<file path="src/rtl/ascon_pkg.sv">
// Shared definitions for the Ascon plaintext packer: rate constants, the
// padded-length derivation and the packer FSM states.
package ascon_pkg;

  localparam int unsigned ASCON_RATE_BYTES = 8;
  localparam logic [7:0]  PAD_BYTE         = 8'h80;

  // Padding always adds at least one byte, so an aligned payload gets a full block.
  function automatic int unsigned pt_bytes_f(input int unsigned data_bytes);
    return ASCON_RATE_BYTES * ((data_bytes + ASCON_RATE_BYTES) / ASCON_RATE_BYTES);
  endfunction

  typedef enum logic [1:0] {
    COLLECT  = 2'd0,
    PAD      = 2'd1,
    START    = 2'd2,
    WAIT_END = 2'd3
  } packer_state_t;

endpackage

</file>
<file path="src/rtl/ascon_plaintext_packer_if.sv">
// Byte-stream input and cipher-side frame/handshake bus of the plaintext packer.
interface ascon_plaintext_packer_if #(
  parameter int unsigned PT_BYTES = 184
);

  logic [7:0]            byte_i;
  logic                  byte_valid_i;
  logic                  byte_ready_o;
  logic                  end_ascon_i;
  logic [8*PT_BYTES-1:0] plain_text_o;
  logic                  start_o;
  logic                  busy_o;

  modport master (
    output byte_i, byte_valid_i, end_ascon_i,
    input  byte_ready_o, plain_text_o, start_o, busy_o
  );

  modport slave (
    input  byte_i, byte_valid_i, end_ascon_i,
    output byte_ready_o, plain_text_o, start_o, busy_o
  );

endinterface

</file>
<file path="src/rtl/ascon_plaintext_packer.sv">
// Packs a payload byte stream into one padded Ascon plaintext frame, pulses
// start to the cipher core and holds the frame until completion is reported.
module ascon_plaintext_packer
  import ascon_pkg::*;
#(
  parameter int unsigned DATA_BYTES = 181,
  parameter int unsigned PT_BYTES   = pt_bytes_f(DATA_BYTES)
) (
  input logic                     clock_i,
  input logic                     reset_i,
  ascon_plaintext_packer_if.slave pk
);

  localparam int unsigned CW = $clog2(PT_BYTES + 1);
  localparam logic [CW-1:0] LAST_DATA_CNT = CW'(DATA_BYTES - 1);
  localparam logic [CW-1:0] DATA_CNT      = CW'(DATA_BYTES);
  localparam logic [CW-1:0] LAST_PT_CNT   = CW'(PT_BYTES - 1);

  packer_state_t         state_q, state_d;
  logic [CW-1:0]         cnt_q, cnt_d;
  logic [8*PT_BYTES-1:0] frame_q, frame_d;
  logic                  shift_en;
  logic [7:0]            shift_byte;

  always_comb begin
    state_d    = state_q;
    cnt_d      = cnt_q;
    frame_d    = frame_q;
    shift_en   = 1'b0;
    shift_byte = '0;
    case (state_q)
      COLLECT: begin
        if (pk.byte_valid_i) begin
          shift_en   = 1'b1;
          shift_byte = pk.byte_i;
          cnt_d      = cnt_q + CW'(1);
          if (cnt_q == LAST_DATA_CNT) state_d = PAD;
        end
      end
      PAD: begin
        // The count still equals DATA_BYTES only on the first padding cycle.
        shift_en   = 1'b1;
        shift_byte = (cnt_q == DATA_CNT) ? PAD_BYTE : 8'h00;
        cnt_d      = cnt_q + CW'(1);
        if (cnt_q == LAST_PT_CNT) state_d = START;
      end
      START: state_d = WAIT_END;
      WAIT_END: begin
        if (pk.end_ascon_i) begin
          cnt_d   = '0;
          state_d = COLLECT;
        end
      end
      default: state_d = COLLECT;
    endcase
    if (shift_en) frame_d = {frame_q[8*PT_BYTES-9:0], shift_byte};
  end

  always_ff @(posedge clock_i) begin
    if (reset_i) begin
      state_q <= COLLECT;
      cnt_q   <= '0;
      frame_q <= '0;
    end else begin
      state_q <= state_d;
      cnt_q   <= cnt_d;
      frame_q <= frame_d;
    end
  end

  // Handshake outputs are suppressed while reset is asserted.
  assign pk.byte_ready_o = (state_q == COLLECT) && !reset_i;
  assign pk.start_o      = (state_q == START) && !reset_i;
  assign pk.busy_o       = (state_q != COLLECT) && !reset_i;
  assign pk.plain_text_o = frame_q;

endmodule

</file>
<file path="src/flat_wrapper.sv">
// flat-port wrapper written by rule: the top's interface ports become plain ports
module ascon_plaintext_packer_flat import ascon_pkg::*;
#(
  parameter int unsigned DATA_BYTES = 181,
  parameter int unsigned PT_BYTES   = pt_bytes_f(DATA_BYTES)
)
  (clock_i, reset_i, pk_byte_i, pk_byte_valid_i, pk_end_ascon_i, pk_byte_ready_o, pk_plain_text_o, pk_start_o, pk_busy_o);
  ascon_plaintext_packer_if #(.PT_BYTES(PT_BYTES)) pk_i ();
  input logic clock_i;
  input logic reset_i;
  input wire logic [$bits(pk_i.byte_i)-1:0] pk_byte_i;
  input wire logic [$bits(pk_i.byte_valid_i)-1:0] pk_byte_valid_i;
  input wire logic [$bits(pk_i.end_ascon_i)-1:0] pk_end_ascon_i;
  output wire logic [$bits(pk_i.byte_ready_o)-1:0] pk_byte_ready_o;
  output wire logic [$bits(pk_i.plain_text_o)-1:0] pk_plain_text_o;
  output wire logic [$bits(pk_i.start_o)-1:0] pk_start_o;
  output wire logic [$bits(pk_i.busy_o)-1:0] pk_busy_o;
  assign pk_i.byte_i = pk_byte_i;
  assign pk_i.byte_valid_i = pk_byte_valid_i;
  assign pk_i.end_ascon_i = pk_end_ascon_i;
  assign pk_byte_ready_o = pk_i.byte_ready_o;
  assign pk_plain_text_o = pk_i.plain_text_o;
  assign pk_start_o = pk_i.start_o;
  assign pk_busy_o = pk_i.busy_o;
  ascon_plaintext_packer #(.DATA_BYTES(DATA_BYTES), .PT_BYTES(PT_BYTES)) u_core (.clock_i(clock_i), .reset_i(reset_i), .pk(pk_i));
endmodule
</file>
<file path="config.mk">
export PLATFORM = sky130hd
export DESIGN_NAME = ascon_plaintext_packer_flat
export DESIGN_NICKNAME = d
export VERILOG_FILES = /design/src/rtl/ascon_pkg.sv /design/src/rtl/ascon_plaintext_packer_if.sv /design/src/rtl/ascon_plaintext_packer.sv /design/src/flat_wrapper.sv
export SDC_FILE = /design/constraint.sdc
export NUM_CORES = 2
export LEC_CHECK = 0
export ABC_AREA = 1
export CORE_AREA = 2 2 580 582
export CTS_CLUSTER_SIZE = 10
export DETAILED_ROUTE_END_ITERATION = 12
export DIE_AREA = 0 0 582 584
export GPL_TIMING_DRIVEN = 1
export PLACE_DENSITY = 0.46
export SKIP_CTS_REPAIR_TIMING = 1
export SLEW_MARGIN = 30
export SYNTH_ARGS = -nofsm -noshare
export SYNTH_HDL_FRONTEND = slang
export SYNTH_SLANG_ARGS = --single-unit
</file>
<file path="constraint.sdc">
create_clock -name clock_i -period 2.5 [get_ports clock_i]
set_clock_uncertainty 0.15 [all_clocks]
set_input_delay 0.625 -clock clock_i [delete_from_list [all_inputs] [get_ports clock_i]]
set_output_delay 0.625 -clock clock_i [all_outputs]
set_load 0.02 [all_outputs]
</file>
---- Word-level counts from Yosys, hierarchy flattened ----
Cells that the tools add are included.
operators by class
  multiplexer cells ....................... 13
  $add $sub $neg .......................... 1
  reduce and logical (&&, ||, !) cells .... 9
  equality and inequality tests ........... 10
operators by type and width
  kind                                                              count
  8-bit 2-to-1 mux                                                  4
  8-bit == test (second input constant)                             3
  8-bit case mux with 3 select lines                                1
  8-bit case mux with 2 select lines                                1
  8-bit by 1-bit adder with 8-bit output (second input constant)    1
  2-bit 2-to-1 mux                                                  4
  2-bit case mux with 4 select lines                                1
  2-bit == test (second input constant)                             2
  2-bit by 1-bit != test with 1-bit output (second input constant)  2
  2-bit != test (second input constant)                             2
  4-bit AND reduction                                               1
  1-bit logical AND                                                 3
  3-bit AND reduction                                               1
  3-bit nonzero test                                                1
  2-bit by 1-bit == test with 1-bit output (second input constant)  1
  2-bit logical NOT                                                 1
  1-bit case mux with 2 select lines                                1
  2-bit nonzero test                                                1
  1-bit logical NOT                                                 1
  1-bit 2-to-1 mux                                                  1
storage, ports and cells
  bits of input ports ..................... 12
  logic and storage cells ................. 36
  register bits ........................... 1,482

---- Longest topological paths before layout ----
  depth in word-level cells ............... 4
  depth in mapped cells ................... 11
  gate-level depth less buffers ........... 10

---- Worst setup path after synthesis ----
Ideal clock, no wire load.
  path type ............................... input port to output port
  start ................................... in reset_i
  end ..................................... out pk_byte_ready_o
  data arrival time ....................... 1.115 ns
  buffers on the path ..................... 1
  setup slack ............................. 0.610 ns
  cell stages on the path ................. 2
  path through ............................ clkbuf_1 > nor2_1
on the way
  cells in the longest elaborated chain, start to end .. 2
ends and longest elaborated chain
  what                line                          text
  start: declaration  flat_wrapper.sv:10            input logic reset_i;
  1-bit logical NOT   ascon_plaintext_packer.sv:72  assign pk.byte_ready_o = (state_q == COLLECT) && !reset_i;
  1-bit logical AND   ascon_plaintext_packer.sv:72
  end: declaration    flat_wrapper.sv:14            output wire logic [$bits(pk_i.byte_ready_o)-1:0] pk_byte_ready_o;
No other way between the ends.

---- Worst setup path in the final report ----
  start ................................... reg u_core.state_q[0]
  end ..................................... out pk_byte_ready_o
on the way
  cells in the longest elaborated chain, start to end .. 2
ends and longest elaborated chain
  what                      line                          text
  start: declaration        ascon_plaintext_packer.sv:19  packer_state_t state_q, state_d;
  start signal: assignment  ascon_plaintext_packer.sv:65  state_q <= state_d;
  2-bit logical NOT         ascon_plaintext_packer.sv:72
  1-bit logical AND         ascon_plaintext_packer.sv:72
No other way between the ends.

==> metrics <==
maxcap violations=0; IO Count=1487; CP max stage delay=0.34 ns; DR pass1 iterations=5; clock latency on the worst-skew pair=0.85 ns; PwrDens=1032 mW/mm2; Detailed Route WL=254.9 mm; grt met1 use=15.59%; cells along the critical path=inv_2 > ha_4 > inv_2 > nor2_4 > buf_6 > buf_6; Final Hold Fails=0; Critical R2R Launch=u_core.state_q[0]; M2 GR Usage=25.76%; share of flip-flops with an asynchronous set or reset=0%; LEAKAGE=0.05283 uW; setup violators final=3; Worst Hold Path EP=u_core.pk.plain_text_o[6]; crit path kind=reg2out; top cells by count, synth=2945 x nor2_1, 1482 x dfxtp_1, 1133 x o21ai_0; IO buf count=1486; dominant cells by area after synthesis=dfxtp_1 58%, nor2_1 22%, o21ai_0 11%; CTS buffer count=186; Synth Register Bits=1482; FF+latch area=0.02969 mm2; DR WL/cell=20.31 um; total gr overflow=0; Worst R2R Setup Slack=0.10 ns; vias in the first global route=46.11k; delay-heaviest family, CP=buffers and inverters; failing checks=setup timing; status=finished with violations; die width=582 um; TNS Setup=-0.4082 ns; CTS tree=yes; total core area=0.3329 mm2; period utilization=107.4%; std cell rows=212; hold path cells=3; M3 GR Usage=4.712%; Clock transition at path regs=0.09 ns; Clock Path Buffers=4; cell accounting for the most synthesized area=dfxtp_1; top-count cell post-synth=nor2_1; Area Overhead vs Synth=61.50%; syn_nets=6504; root buf cell=clkbuf_16; Seq/Total Area, Yosys=58.42%; drt drc=0; Post-synth EDFFs=0; worst path required time=1.73 ns; clk sinks=1482; Tightest Hold Check Type=in2reg; post-route insts no fill=12.55k; CP Max Fanout=3; cell depth of the worst setup path=6; H-Tree Level Count=4; die area=0.3399 mm2; CP Launch Type=flip-flop; ANT nets after route=0; number of vias per cell=3.873; critical path capture point type=output port; Die Span Y=584 um; top-area cell type share of the netlist area=58.42%; RSZ-0062 raised after global routing=true; Mapped Avg Cell Area=7.832 um2; GR Util All Layers=14.14%; Least-Margin Pin Slew=0.7802 ns; routability cong.=0.8351; DRT iter0 DRCs=2560; Synth Instances=6484; first-pass GRT wire length=351.4 mm; Slew Limit Fails=0; worst r2r path cells=11; layout cells sized above 1=8.826%; worst reg2reg endpoint=u_core.pk.plain_text_o[471]; final period demand of the worst path=2.684 ns; hold_sp=pk_byte_i[6]; CP max-delay cell=dfxtp_2; starting density of the core=15.25%; Placed Instances=12.26k; Top FF cell, synth=dfxtp_1; worst vdd ir=0.5348 mV; post-synth cell types=24; Slew headroom=47.44%; Bufs and invs on worst path=4; multi-input combinational cell area=0.01885 mm2; antenna violations before repair=17; vias post-DR=48.60k; Finished Core Util=24.64%; nets@finish=8083; setup slack after layout=-0.1840 ns; Mapped Area=0.05078 mm2; fillers=36.55k; CP arrival=1.91 ns; DP HPWL=195.4 mm; GR peak layer=met2; pin count of the biggest net entering global routing=111; Fmax achieved=0.3726 GHz; Synthesis Warnings=0
cell type report:
cell class	instances	share of cell area, %
clock buffer	252	6.235
timing repair buffer	1879	27.13
clock inverter	31	0.5843
multi-input combinational	4487	22.98
inverter	27	0.1587
tap	4387	6.693
antenna	3	0.009154
sequential	1482	36.20
routing by layer:
metal / up-vias / share of wire [%]
met5: - / 0.0071
met2: 1418 / 50
met4: 4 / 2.9
met3: 287 / 8.1
met1: 22940 / 39
li1: 23950 / -
worst max-delay path by stage:
stage                      end              start  slack (ns)
6_report       pk_byte_ready_o  u_core.state_q[0]       -0.18
5_1_grt        pk_byte_ready_o  u_core.state_q[0]       -0.34
4_1_cts        pk_byte_ready_o  u_core.state_q[0]       -1.36
3_5_place_dp   pk_byte_ready_o            reset_i       -0.88
3_3_place_gp   pk_byte_ready_o            reset_i       -0.85
2_1_floorplan  pk_byte_ready_o            reset_i        0.61
cells by family (layout without fill, tap and decap cells):
kind of cell | count (synthesis) | in the layout | share of synthesized area (%)
buf+inv | 515 | 2189 | 4.551
fa+ha+maj | 8 | 8 | 0.1971
simple gates | 2998 | 2998 | 22.23
compound gates | 1481 | 1481 | 14.60
flops | 1482 | 1482 | 58.42
other cells | 0 | 3 | 0
where the power goes:
part | switching [uW] | internal, uW
Sequential | 3960 | 27900
Clock | 10900 | 14800
Combinational | 16500 | 10500
worst min-delay path, stage by stage:
cell	delay (ns)
clkdlybuf4s50_1	0.40
nand2_1	0.06
a21oi_1	0.06
state kept, by name, summed over array words and instances, names as in the netlist:
name,flops
u_core.cnt_q,8
u_core.state_q,2
u_core.pk.plain_text_o,1472
layout by cell type (no fill, tap or decap), types with 3 or more instances in the layout:
cell type	instances
a21oi_1	11
buf_12	88
buf_4	318
buf_6	6
bufinv_16	6
clkbuf_1	46
clkbuf_16	187
clkbuf_2	38
clkbuf_8	19
clkdlybuf4s50_1	11
clkinv_16	4
clkinv_2	7
clkinvlp_4	4
dfxtp_1	1465
dfxtp_2	17
diode_2	3
dlymetal6s2s_1	1417
ha_1	6
inv_1	20
inv_2	3
inv_6	5
nand2_1	38
nand3_1	4
nor2_1	2942
nor2_4	3
nor3_1	5
o21ai_0	1129
o21ai_1	338
per-stage QoR:
stage | setup slack, ns | cell area (um2) | hold WS, ns | total power, uW
global route | -0.3360 | 82010 | 0.1574 | 89310
floorplan | 0.6096 | 50780 | 0.3311 | 44420
detailed placement | -0.8768 | 72950 | 0.3247 | 60680
global placement | -0.8544 | 72950 | 0.3174 | 60680
finish | -0.1840 | 82010 | 0.2225 | 84640
CTS | -1.357 | 78540 | 0.1090 | 87130
Power figures use the tool's default switching activity.
